File: config.mk
export PLATFORM = sky130hd
export DESIGN_NAME = load_store_unit
export DESIGN_NICKNAME = d
export VERILOG_FILES = /design/src/rtl/load_store_unit.sv
export SDC_FILE = /design/constraint.sdc
export NUM_CORES = 1
export LEC_CHECK = 0
export ABC_CLOCK_PERIOD_IN_PS = 10400
export CAP_MARGIN = 0
export CORE_MARGIN = 1
export CORE_UTILIZATION = 44
export CTS_CLUSTER_DIAMETER = 30
export DETAILED_ROUTE_END_ITERATION = 10
export GPL_TIMING_DRIVEN = 1
export PLACE_DENSITY = 0.95
export REMOVE_ABC_BUFFERS = 1
export SLEW_MARGIN = 25
export SYNTH_ARGS = -nofsm -noshare
export SYNTH_HDL_FRONTEND = slang
export SYNTH_SLANG_ARGS = --single-unit
File: constraint.sdc
create_clock -name clk -period 10.4 [get_ports clk]
set_input_delay 1.56 -clock clk [delete_from_list [all_inputs] [get_ports clk]]
set_output_delay 1.56 -clock clk [all_outputs]
set_load 0.02 [all_outputs]
File: src/rtl/load_store_unit.sv
// rtl/load_store_unit.sv - single-outstanding load/store unit (IDLE/LOAD/STORE/RESP).
// Optional LSU_MISALIGN_TRAP_EN: misaligned half/word accesses complete with an error and no memory activity.
module load_store_unit #(
    parameter int ADDR_WIDTH = 32,
    parameter int DATA_WIDTH = 32
) (
    input  logic                              clk,
    input  logic                              rst,
    input  logic                              req_valid,
    output logic                              req_ready,
    input  logic                              req_is_store,
    input  logic [1:0]                        req_size,
    input  logic                              req_signed,
    input  logic [ADDR_WIDTH-1:0]             req_addr,
    input  logic [DATA_WIDTH-1:0]             req_wdata,
    output logic                              resp_valid,
    output logic [DATA_WIDTH-1:0]             resp_data,
    output logic                              resp_error,
    output logic [ADDR_WIDTH-1:0]             fetch_addr,
    input  logic [DATA_WIDTH-1:0]             fetched_data,
    input  logic                              fetch_done,
    output logic [ADDR_WIDTH-1:0]             write_addr,
    output logic [DATA_WIDTH-1:0]             write_data,
    output logic [$clog2(DATA_WIDTH/8):0]     bytes_to_write,
    output logic                              write_data_valid,
    input  logic                              write_done
);
    localparam int IW = $clog2(DATA_WIDTH/8);

    typedef enum logic [1:0] {
        S_IDLE  = 2'd0,
        S_LOAD  = 2'd1,
        S_STORE = 2'd2,
        S_RESP  = 2'd3
    } state_t;

    state_t                r_state;
    logic [1:0]            r_size;
    logic                  r_signed;
    logic [ADDR_WIDTH-1:0] r_addr;
    logic [DATA_WIDTH-1:0] r_wdata;
    logic                  r_wdv;
    logic [IW:0]           r_bytes;
    logic                  r_resp_valid;
    logic [DATA_WIDTH-1:0] r_resp_data;
    logic                  r_resp_error;

    logic                  w_misaligned;
    logic                  w_reject;
    logic [IW:0]           w_bytes;
    logic [DATA_WIDTH-1:0] w_load_ext;

`ifdef LSU_MISALIGN_TRAP_EN
    assign w_misaligned = ((req_size == 2'd1) && req_addr[0]) ||
                          ((req_size == 2'd2) && (req_addr[1:0] != 2'b00));
`else
    assign w_misaligned = 1'b0;
`endif

    assign w_reject = (req_size == 2'd3) || w_misaligned;

    always_comb begin
        w_bytes = (IW+1)'(4);
        case (req_size)
            2'd0:    w_bytes = (IW+1)'(1);
            2'd1:    w_bytes = (IW+1)'(2);
            default: w_bytes = (IW+1)'(4);
        endcase
    end

    // Sized casts of signed slices sign-extend; unsigned slices zero-extend.
    always_comb begin
        w_load_ext = '0;
        case (r_size)
            2'd0: w_load_ext = r_signed ? DATA_WIDTH'($signed(fetched_data[7:0]))
                                        : DATA_WIDTH'(fetched_data[7:0]);
            2'd1: w_load_ext = r_signed ? DATA_WIDTH'($signed(fetched_data[15:0]))
                                        : DATA_WIDTH'(fetched_data[15:0]);
            default: w_load_ext = r_signed ? DATA_WIDTH'($signed(fetched_data[31:0]))
                                           : DATA_WIDTH'(fetched_data[31:0]);
        endcase
    end

    always_ff @(posedge clk or posedge rst) begin
        if (rst) begin
            r_state      <= S_IDLE;
            r_size       <= 2'd0;
            r_signed     <= 1'b0;
            r_addr       <= '0;
            r_wdata      <= '0;
            r_wdv        <= 1'b0;
            r_bytes      <= '0;
            r_resp_valid <= 1'b0;
            r_resp_data  <= '0;
            r_resp_error <= 1'b0;
        end else begin
            case (r_state)
                S_IDLE: begin
                    if (req_valid) begin
                        r_size       <= req_size;
                        r_signed     <= req_signed;
                        r_addr       <= req_addr;
                        r_wdata      <= req_wdata;
                        r_resp_data  <= '0;
                        r_resp_error <= 1'b0;
                        if (w_reject) begin
                            r_state      <= S_RESP;
                            r_resp_valid <= 1'b1;
                            r_resp_error <= 1'b1;
                        end else if (req_is_store) begin
                            r_state <= S_STORE;
                            r_wdv   <= 1'b1;
                            r_bytes <= w_bytes;
                        end else begin
                            r_state <= S_LOAD;
                        end
                    end
                end
                S_LOAD: begin
                    if (fetch_done) begin
                        r_resp_data  <= w_load_ext;
                        r_resp_valid <= 1'b1;
                        r_state      <= S_RESP;
                    end
                end
                S_STORE: begin
                    if (write_done) begin
                        r_wdv        <= 1'b0;
                        r_bytes      <= '0;
                        r_resp_valid <= 1'b1;
                        r_state      <= S_RESP;
                    end
                end
                default: begin
                    r_resp_valid <= 1'b0;
                    r_state      <= S_IDLE;
                end
            endcase
        end
    end

    assign req_ready        = (r_state == S_IDLE);
    assign resp_valid       = r_resp_valid;
    assign resp_data        = r_resp_data;
    assign resp_error       = r_resp_error;
    assign fetch_addr       = r_addr;
    assign write_addr       = r_addr;
    assign write_data       = r_wdata;
    assign bytes_to_write   = r_bytes;
    assign write_data_valid = r_wdv;

endmodule

==> flow_metrics.tcl, run 1 <==
set metrics [dict create \
    drive_gt1_share_pct 17.63 \
    synth_area_leaders "dfrtp_1 (55%), mux2_2 (14%), buf_4 (5.0%)" \
    start_kind "flip-flop" \
    path_cells "inv_1 > ha_1 > clkdlybuf4s50_1" \
    setup_slack_ns 6.894 \
    min_period_ns 3.506 \
    grt_first_pass_wirelength_um 20130 \
    crit_path_end_kind "primary output" \
    netlist_area_sq_mm 0.004830 \
    drc 0 \
    total_power_w 0.002285 \
    finalHoldViolCount 0 \
    crit_fanout 7 \
    drt_iter0_drc 161 \
    avgSynthCellArea_sq_um 13.02 \
    synth_cells 371 \
    gp_congestion 0.7907 \
    skew_ns 0.02066 \
    clock-root-buffer "clkbuf_8" \
    place_ws_ns 6.616 \
    antenna_found_initial 0 \
    first_pass_iters 4 \
    coreArea_sq_mm 0.01046 \
    grt_max_degree 59 \
    tritoncts "yes" \
    cp_slowest_cell "clkdlybuf4s50_1" \
    synth_top_area_cell "dfrtp_1" \
    initial_core_util_pct 46.16 \
    drt-wirelength-per-cell_um 18.52 \
    routed_via_density 5.182 \
    maxCapViolations 0 \
    post_cts_buffers 0 \
    die-area_sq_mm 0.01140 \
    row_count 37 \
    fin_nets 680 \
    hold_buffers 0 \
    async_flop_share_pct 100.0 \
    clockBufferDepth 2 \
    rsz0062_at_grt "false" \
    postRouteAntennaNets 0 \
    synth_seq_cells 107 \
    clkTransAtPathRegs_ns 0.10 \
    overflow 0 \
    finalCritPeriodShare_pct 33.71 \
    fp.dieH_um 106.8 \
    final_util_pct 69.49 \
    cts.sinks 107 \
    vias 3674 \
    clock_latency_ns 0.36 \
    hp-start "resp_error" \
    num_antenna_cells 0 \
    crit_required_ns 8.84 \
    setup_tns_ns 0 \
    max_freq_mhz 285.2 \
    p_leak_nw 3.005 \
    dp_cells 693 \
    ys_seq_area_share_pct 55.44 \
    ctsResizeCount 0 \
    vdd_drop_max_mv 0.1820 \
    synth_edf_count 0 \
    htreeDepth 3 \
    crit-reg2reg-launch "r_state[0]" \
    finalSetupViolCount 0 \
    final_cells 709 \
    port_buffers 239 \
    slew_headroom_pct 28.41 \
    hold_class "flip-flop to flip-flop" \
    synthFlopType "dfrtp_1" \
    cp_slowest_stage_delay_ns 0.66 \
    area_growth_pct 50.54 \
    drv_slew 0 \
    dp_hpwl_um 10080 \
    grt_use_total_pct 22.79 \
    wirelength_um 13130 \
    grt_pass1_vias 3813 \
    tightest_slew_ns 1.073 \
    worstPathArrival_ns 1.95 \
    die-width_um 106.8 \
    critPathKind "flip-flop to primary output" \
    synth_top_area_share_pct 55.44 \
    yosysUniqueCellTypes 31 \
    cts_made_buffers 9 \
    status "completed" \
    p_per_area_mw_per_mm2 314.2 \
    cp-startpoint "r_state[0]" \
    ys_warn_count 0 \
    io_pins 240 \
]
path summary, 6_finish.rpt:
path	endpoint	slack [ns]	cells after the start
worst min-delay path	resp_error	0.50	2
max in group asynchronous	bytes_to_write[1]	7.61	3
worst max register to register	write_data[1]	7.88	5
min in group asynchronous	fetch_addr[27]	1.63	2
worst min register to register	resp_error	0.50	2
worst max-delay path	req_ready	6.89	3
critical path: cells and delay by family, from the launching register on:
kind | cells | cell delay, ns
fa+ha+maj | 1 | 0.34
buf+inv | 2 | 0.81
flops | 1 | 0.45
synth_stat cells (2+ instances only):
library cell	n
a211oi_1	8
a21oi_1	2
a22o_1	8
buf_1	5
buf_2	4
buf_4	32
buf_6	5
clkbuf_1	11
dfrtp_1	107
ha_1	7
inv_1	5
mux2_1	11
mux2_2	59
mux2i_1	5
nand2_1	12
nor2b_1	20
o21ai_0	33
o21ai_1	8
o2bb2ai_1	2
o31ai_2	16
layout make-up:
type                    count  area [sq um]
fillers                   764          3192
flip-flops and latches    107          2678
repair buffers            243          2422
multi-input cells         202          1770
well taps                 136         170.2
clock buffers              10         137.6
clock inverters             6         71.32
inverters                   5         21.27
power by group:
| group | internal, W | switching, W | leakage, nW | total, W |
|---|---|---|---|---|
| combinational | 0.000646 | 0.000652 | 1.58 | 0.00130 |
| sequential | 0.000592 | 0.000133 | 1.32 | 0.000725 |
| clock | 0.000121 | 0.000142 | 0.105 | 0.000263 |
cell families (layout without fill, tap and decap cells):
group                    after synthesis  in the layout  synth area share (%)
AO/OA/AOI/OAI                         82             82                 12.77
buffers and inverters                 62            264                 8.187
AND/OR/NAND/NOR                       38             38                 4.430
multiplexers                          75             75                 17.36
adder cells (fa/ha/maj)                7              7                 1.813
flip-flops                           107            107                 55.44
stage by stage:
stage / hold WS, ns / instance area (sq um)
6_report: 0.5029 / 7271
5_1_grt: 0.5374 / 7271
4_1_cts: 0.5105 / 7271
2_1_floorplan: 0.5021 / 4453
3_5_place_dp: 0.4870 / 7062
3_3_place_gp: 0.4764 / 7057
flip-flops by register name, indices dropped and copies added, names as in the netlist:
signal            count
r_size                2
r_signed              1
write_data_valid      1
resp_error            1
resp_valid            1
write_data           32
bytes_to_write        3
resp_data            32
fetch_addr           32
r_state               2
cell usage in the layout (no fill, tap or decap), drive strengths merged:
cell,n
bufinv,1
a2111oi,1
clkinv,2
mux2,70
nor3,1
inv,7
buf,4
nor2b,20
a21o,1
ha,7
clkinvlp,1
o2bb2ai,2
nand2,12
clkbuf,10
a22o,8
o21ai,41
a2bb2oi,1
or2,1
a211oi,9
dfrtp,107
nor3b,1
or3,1
a21bo,1
nand4bb,1
clkdlybuf4s50,239
or4,1
a21oi,2
o31ai,16
mux2i,5
routing by layer:
layer	part of all wire, %	wire length [um]	global-route usage (%)	up-vias
li1	-	-	-	1669
met5	0	0	0	-
met1	37	4847	26.11	1817
met4	1.9	250	6.067	0
met2	55	7222	42.49	169
met3	6.2	808	5.046	19
No activity file was read; power rests on OpenSTA's default activity.
==> run 2, diff against run 1 <==
--- a/config.mk
+++ b/config.mk
@@ -5,14 +5,14 @@
 export SDC_FILE = /design/constraint.sdc
 export NUM_CORES = 1
 export LEC_CHECK = 0
-export ABC_CLOCK_PERIOD_IN_PS = 10400
+export ABC_CLOCK_PERIOD_IN_PS = 3100
 export CAP_MARGIN = 0
 export CORE_MARGIN = 1
-export CORE_UTILIZATION = 44
+export CORE_UTILIZATION = 37
 export CTS_CLUSTER_DIAMETER = 30
 export DETAILED_ROUTE_END_ITERATION = 10
 export GPL_TIMING_DRIVEN = 1
-export PLACE_DENSITY = 0.95
+export PLACE_DENSITY = 0.88
 export REMOVE_ABC_BUFFERS = 1
 export SLEW_MARGIN = 25
 export SYNTH_ARGS = -nofsm -noshare
==> constraint.sdc (replaced) <==
create_clock -name clk -period 3.1 [get_ports clk]
set_input_delay 0.465 -clock clk [delete_from_list [all_inputs] [get_ports clk]]
set_output_delay 0.465 -clock clk [all_outputs]
set_load 0.02 [all_outputs]
==> run 2 against run 1 <==
  * Worst hold slack worse by 0.022 ns
  * Utilization is 11 points lower
  * Clock skew is 0.011 ns lower
  * Via count is 0.38% lower
  * Total power grew to 3.4 times the previous value
  * Clock power grew to 4.1 times the previous value
  * Critical path depth stayed put
==> flow_metrics.tcl, run 2 (synthesis results as in run 1) <==
set metrics [dict create \
    status "completed" \
    crit_required_ns 2.63 \
    finalHoldViolCount 0 \
    grt_pass1_vias 3720 \
    internal-power_w 0.004726 \
    cts.sinks 107 \
    grt_first_pass_wirelength_um 19030 \
    drt-wirelength-per-cell_um 17.02 \
    clock_latency_ns 0.35 \
    die-area_sq_mm 0.01351 \
    combinationalPowerShare_pct 55.7 \
    finalCritPeriodShare_pct 79.01 \
    max_freq_mhz 408.3 \
    grt_max_degree 70 \
    tritoncts "yes" \
    slew_headroom_pct 39.97 \
    crit_fanout 7 \
    routed_via_density 4.913 \
    dp_hpwl_um 9512 \
    hold_buffers 0 \
    place_ws_ns 0.8329 \
    vias 3660 \
    first_pass_iters 4 \
    dr_wl_met2_um 6499 \
    p_switching_w 0.003142 \
    postRouteAntennaNets 0 \
    cp_slowest_stage_delay_ns 0.68 \
    setup_slack_ns 0.6508 \
    power.share.sequential_pct 30.7 \
    final_cell_mix "clkdlybuf4s50_1 (239), dfrtp_1 (107), mux2_2 (59)" \
    maxCapViolations 0 \
    htreeDepth 3 \
    start_kind "flip-flop" \
    finalSetupViolCount 0 \
    die-width_um 116.3 \
    skew_ns 0.009968 \
    gp_congestion 0.8456 \
    initial_core_util_pct 38.12 \
    switching_share_pct 39.93 \
    drv_slew 0 \
    hold_class "flip-flop to flip-flop" \
    area_growth_pct 53.55 \
    wl_met1_um 4729 \
    drt_iter0_drc 156 \
    cts_made_buffers 9 \
    worstPathArrival_ns 1.98 \
    coreArea_sq_mm 0.01267 \
    tightest_slew_ns 0.9004 \
    routed.top_layer "met4" \
    critPathKind "flip-flop to primary output" \
    fp.dieH_um 116.3 \
    fin_nets 680 \
    cp_slowest_cell "clkdlybuf4s50_1" \
    min_period_ns 2.449 \
    wirelength_um 12680 \
    p_per_area_mw_per_mm2 1061 \
    p_leak_nw 3.046 \
    io_pins 240 \
    vdd_drop_max_mv 0.6746 \
    path_cells "inv_1 > ha_1 > clkdlybuf4s50_1" \
    crit_path_end_kind "primary output" \
    ctsResizeCount 0 \
    clkTransAtPathRegs_ns 0.08 \
    r2r_slack_ns 0.81 \
    final_util_pct 58.53 \
    clock-root-buffer "clkbuf_16" \
    clockBufferDepth 2 \
    dr_wl_met3_um 1042 \
    post_cts_buffers 0 \
    overflow 0 \
    grt_use_total_pct 18.67 \
    drc 0 \
    drive_gt1_share_pct 17.63 \
    port_buffers 239 \
    power_frac_clock_pct 13.6 \
    rsz0062_at_grt "false" \
    final_common_cell "clkdlybuf4s50_1" \
    antenna_found_initial 0 \
    num_antenna_cells 0 \
    row_count 41 \
]
-- run 2: cell types whose count changed in the layout (fill, tap and decap cells not counted), sizes merged --
cell      delta
bufinv       -1
clkbuf       -1
clkinv       +1
clkinvlp     +1
-- run 2: final timing paths --
check,start,endpoint,cells after the start
min in group asynchronous,rst,write_data[12],2
max in group asynchronous,rst,fetch_addr[15],3
setup reg to reg,r_state[0],resp_data[8],6
setup / recovery,r_state[0],req_ready,3
hold reg to reg,resp_error,resp_error,2
hold / removal,resp_error,resp_error,2
-- run 2: area by class of cell --
class | count | area (sq um)
Timing Repair Buffer | 243 | 2435
Clock inverter | 7 | 51.30
Sequential cell | 107 | 2678
Tap cell | 172 | 215.2
Multi-Input combinational cell | 202 | 1790
Inverter | 5 | 21.27
Fill cell | 1029 | 5255
Clock buffer | 9 | 225.2
-- run 2: stage by stage --
step                std cells  total power, W  setup TNS (ns)  hold slack (ns)  instance area, sq um
detailed placement        729        0.006842               0           0.4750                  7128
global placement          729        0.006693               0           0.4680                  7128
CTS                       745        0.007940               0           0.4864                  7405
global route              745        0.008332               0           0.5209                  7416
finish                    745        0.007868               0           0.4808                  7416
floorplan                 314        0.004682          -23.25           0.5021                  4453
-- run 2: worst max-delay path, delay by kind of cell (launching register included) --
family / cells / cell delay [ns]
buf+inv: 2 / 0.84
flops: 1 / 0.43
fa+ha+maj: 1 / 0.36
-- run 2: per-layer routing --
| metal | GRT usage, % | up-vias |
|---|---|---|
| li1 | - | 1671 |
| met1 | 20.76 | 1785 |
| met2 | 32.31 | 175 |
| met3 | 5.397 | 29 |
| met4 | 9.915 | 0 |
| met5 | 0 | - |
-- run 2: power by group through the flow --
stage	registers, W	clock network (W)	logic [W]
floorplan	0.00332	0	0.00136
global placement	0.00240	0	0.00430
detailed placement	0.00245	0	0.00439
CTS	0.00243	0.00111	0.00441
global route	0.00250	0.00116	0.00466
finish	0.00242	0.00107	0.00438
==> run 3, diff against run 2 <==
--- a/config.mk
+++ b/config.mk
@@ -5,7 +5,7 @@
 export SDC_FILE = /design/constraint.sdc
 export NUM_CORES = 1
 export LEC_CHECK = 0
-export ABC_CLOCK_PERIOD_IN_PS = 3100
+export ABC_CLOCK_PERIOD_IN_PS = 2000
 export CAP_MARGIN = 0
 export CORE_MARGIN = 1
 export CORE_UTILIZATION = 37
==> constraint.sdc (replaced) <==
create_clock -name clk -period 2 [get_ports clk]
set_input_delay 0.3 -clock clk [delete_from_list [all_inputs] [get_ports clk]]
set_output_delay 0.3 -clock clk [all_outputs]
set_load 0.02 [all_outputs]
==> run 3 against run 2 <==
  * Sequential cell count is the same
  * Clock-buffer cell count is the same
  * Register-to-register slack lost 0.69 ns
  * Final cell count grew 1.1%
  * Global-route usage grew 0.45 points
  * Total power grew 59%
  * Critical path depth is the same
  * Via count grew 0.52%
  * Die area is the same
  * Cell area grew 1.8%
  * Routed wire length grew 2.7%
  * Critical endpoint unchanged
==> flow_metrics.tcl, run 3 (synthesis results as in run 1) <==
set metrics [dict create \
    status "completed" \
    drive_gt1_share_pct 19.10 \
    grt_first_pass_wirelength_um 19420 \
    hold_buffers 0 \
    rsz0062_at_grt "false" \
    switching_share_pct 40.06 \
    fin_nets 688 \
    critPathKind "flip-flop to primary output" \
    max_freq_mhz 525.3 \
    num_antenna_cells 0 \
    start_kind "flip-flop" \
    internal-power_w 0.007475 \
    grt_use_total_pct 19.12 \
    tightest_slew_ns 0.4048 \
    grt_util_met3_pct 5.189 \
    skew_ns 0.007240 \
    power_frac_clock_pct 13.7 \
    power.share.sequential_pct 29.6 \
    finalSetupViolCount 0 \
    grtUsageMet1_pct 20.66 \
    tritoncts "yes" \
    cts_made_buffers 9 \
    slew_headroom_pct 72.96 \
    initial_core_util_pct 38.12 \
    clockBufferDepth 2 \
    postPlaceCellArea_sq_mm 0.007238 \
    coreArea_sq_mm 0.01267 \
    r2r_slack_ns 0.12 \
    clock-root-buffer "clkbuf_16" \
    crit-reg2reg-launch "r_state[1]" \
    p_per_area_mw_per_mm2 1653 \
    grt_pass1_vias 3735 \
    htreeDepth 3 \
    p_switching_w 0.004995 \
    vias 3679 \
    maxCapViolations 0 \
    finalCritPeriodShare_pct 95.19 \
    p_leak_nw 3.109 \
    setup_tns_ns 0 \
    cp-startpoint "r_state[0]" \
    min_period_ns 1.904 \
    crit_path_end_kind "primary output" \
    fp.dieH_um 116.3 \
    clkTransAtPathRegs_ns 0.07 \
    total_power_w 0.01247 \
    drc 0 \
    setup_slack_ns 0.09619 \
    hold_class "input port to asynchronous set/reset pin" \
    area_growth_pct 56.24 \
    combinationalPowerShare_pct 56.7 \
    grt.met2_usage_pct 35.27 \
    crit_fanout 7 \
    first_pass_iters 4 \
    grt_busiest_layer "met2" \
    io_pins 240 \
    drt_iter0_drc 164 \
    place_ws_ns 0.006454 \
    final_cell_mix "clkdlybuf4s50_1 (238), dfrtp_1 (107), mux2_2 (59)" \
    antenna_found_initial 0 \
    clock_latency_ns 0.35 \
    gp_congestion 0.9431 \
    design_area_sq_mm 0.007546 \
    die-width_um 116.3 \
    row_count 41 \
    cts.sinks 107 \
    die-area_sq_mm 0.01351 \
    routed_via_density 4.886 \
    drv_slew 0 \
    postRouteAntennaNets 0 \
    final_common_cell "clkdlybuf4s50_1" \
    drt-wirelength-per-cell_um 17.29 \
    cp-endpoint "req_ready" \
    fillers 1028 \
    finalHoldViolCount 0 \
    wirelength_um 13020 \
    vdd_drop_max_mv 0.9329 \
    dp_hpwl_um 9758 \
    reg2reg_to "resp_data[11]" \
    worstPathArrival_ns 1.60 \
    grt_max_degree 65 \
    port_buffers 239 \
    crit_required_ns 1.70 \
    overflow 0 \
    worstRegToRegCells 6 \
]
==> run 3: cell count changes in the layout (fill, tap and decap cells not counted), sizes merged <==
cell and change:
clkdlybuf4s15 +1, clkinv -2, buf +8, inv +2, clkdlybuf4s50 -1
==> run 3: per-layer routing <==
layer	part of all wire, %	up-vias
li1	-	1687
met1	37	1827
met2	54	149
met3	6.5	16
met4	1.9	0
met5	0	-
==> run 3: repair_timing <==
item / CTS / global route
pin swaps: 0 / 1
endpoints found under the setup margin: 3 / 38
resized for setup: 3 / 5
setup buffers: 0 / 0
==> run 3: power groups by stage <==
stage | combinational [W] | clock [W] | sequential (W)
2_1_floorplan | 0.00211 | 0 | 0.00515
3_3_place_gp | 0.00691 | 0 | 0.00365
3_5_place_dp | 0.00707 | 0 | 0.00374
4_1_cts | 0.00709 | 0.00177 | 0.00371
5_1_grt | 0.00751 | 0.00184 | 0.00381
6_report | 0.00707 | 0.00171 | 0.00369
==> run 3: worst min-delay path by stage <==
| stage | depth (start not counted) | end | startpoint |
|---|---|---|---|
| CTS | 3 | fetch_addr[8] | rst |
| detailed placement | 1 | bytes_to_write[1] | bytes_to_write[1] |
| global route | 3 | fetch_addr[17] | rst |
| floorplan | 1 | fetch_addr[18] | req_addr[18] |
| global placement | 1 | write_data[1] | write_data[1] |
| finish | 3 | fetch_addr[17] | rst |
==> run 3: metrics by stage <==
step | utilization (%) | hold slack [ns] | instances
2_1_floorplan | - | 0.4320 | 314
6_report | 59.55 | 0.3523 | 753
3_3_place_gp | 57.12 | 0.4854 | 737
3_5_place_dp | 57.12 | 0.4902 | 737
4_1_cts | 59.39 | 0.3618 | 753
5_1_grt | 59.55 | 0.3658 | 753
==> run 3: worst max-delay path, stage by stage, from the launching register on <==
cell	delay [ns]
dfrtp_1	0.44
inv_1	0.16
ha_2	0.31
clkdlybuf4s15_1	0.35
==> run 3: area by class of cell <==
class,count,area (sq um),share of cell area (%)
Tap cell,172,215.2,2.852
Clock buffer,9,225.2,2.985
Sequential cell,107,2678,35.48
Clock inverter,7,57.56,0.7627
Inverter,5,21.27,0.2819
Timing Repair Buffer,251,2549,33.78
Multi-Input combinational cell,202,1800,23.86
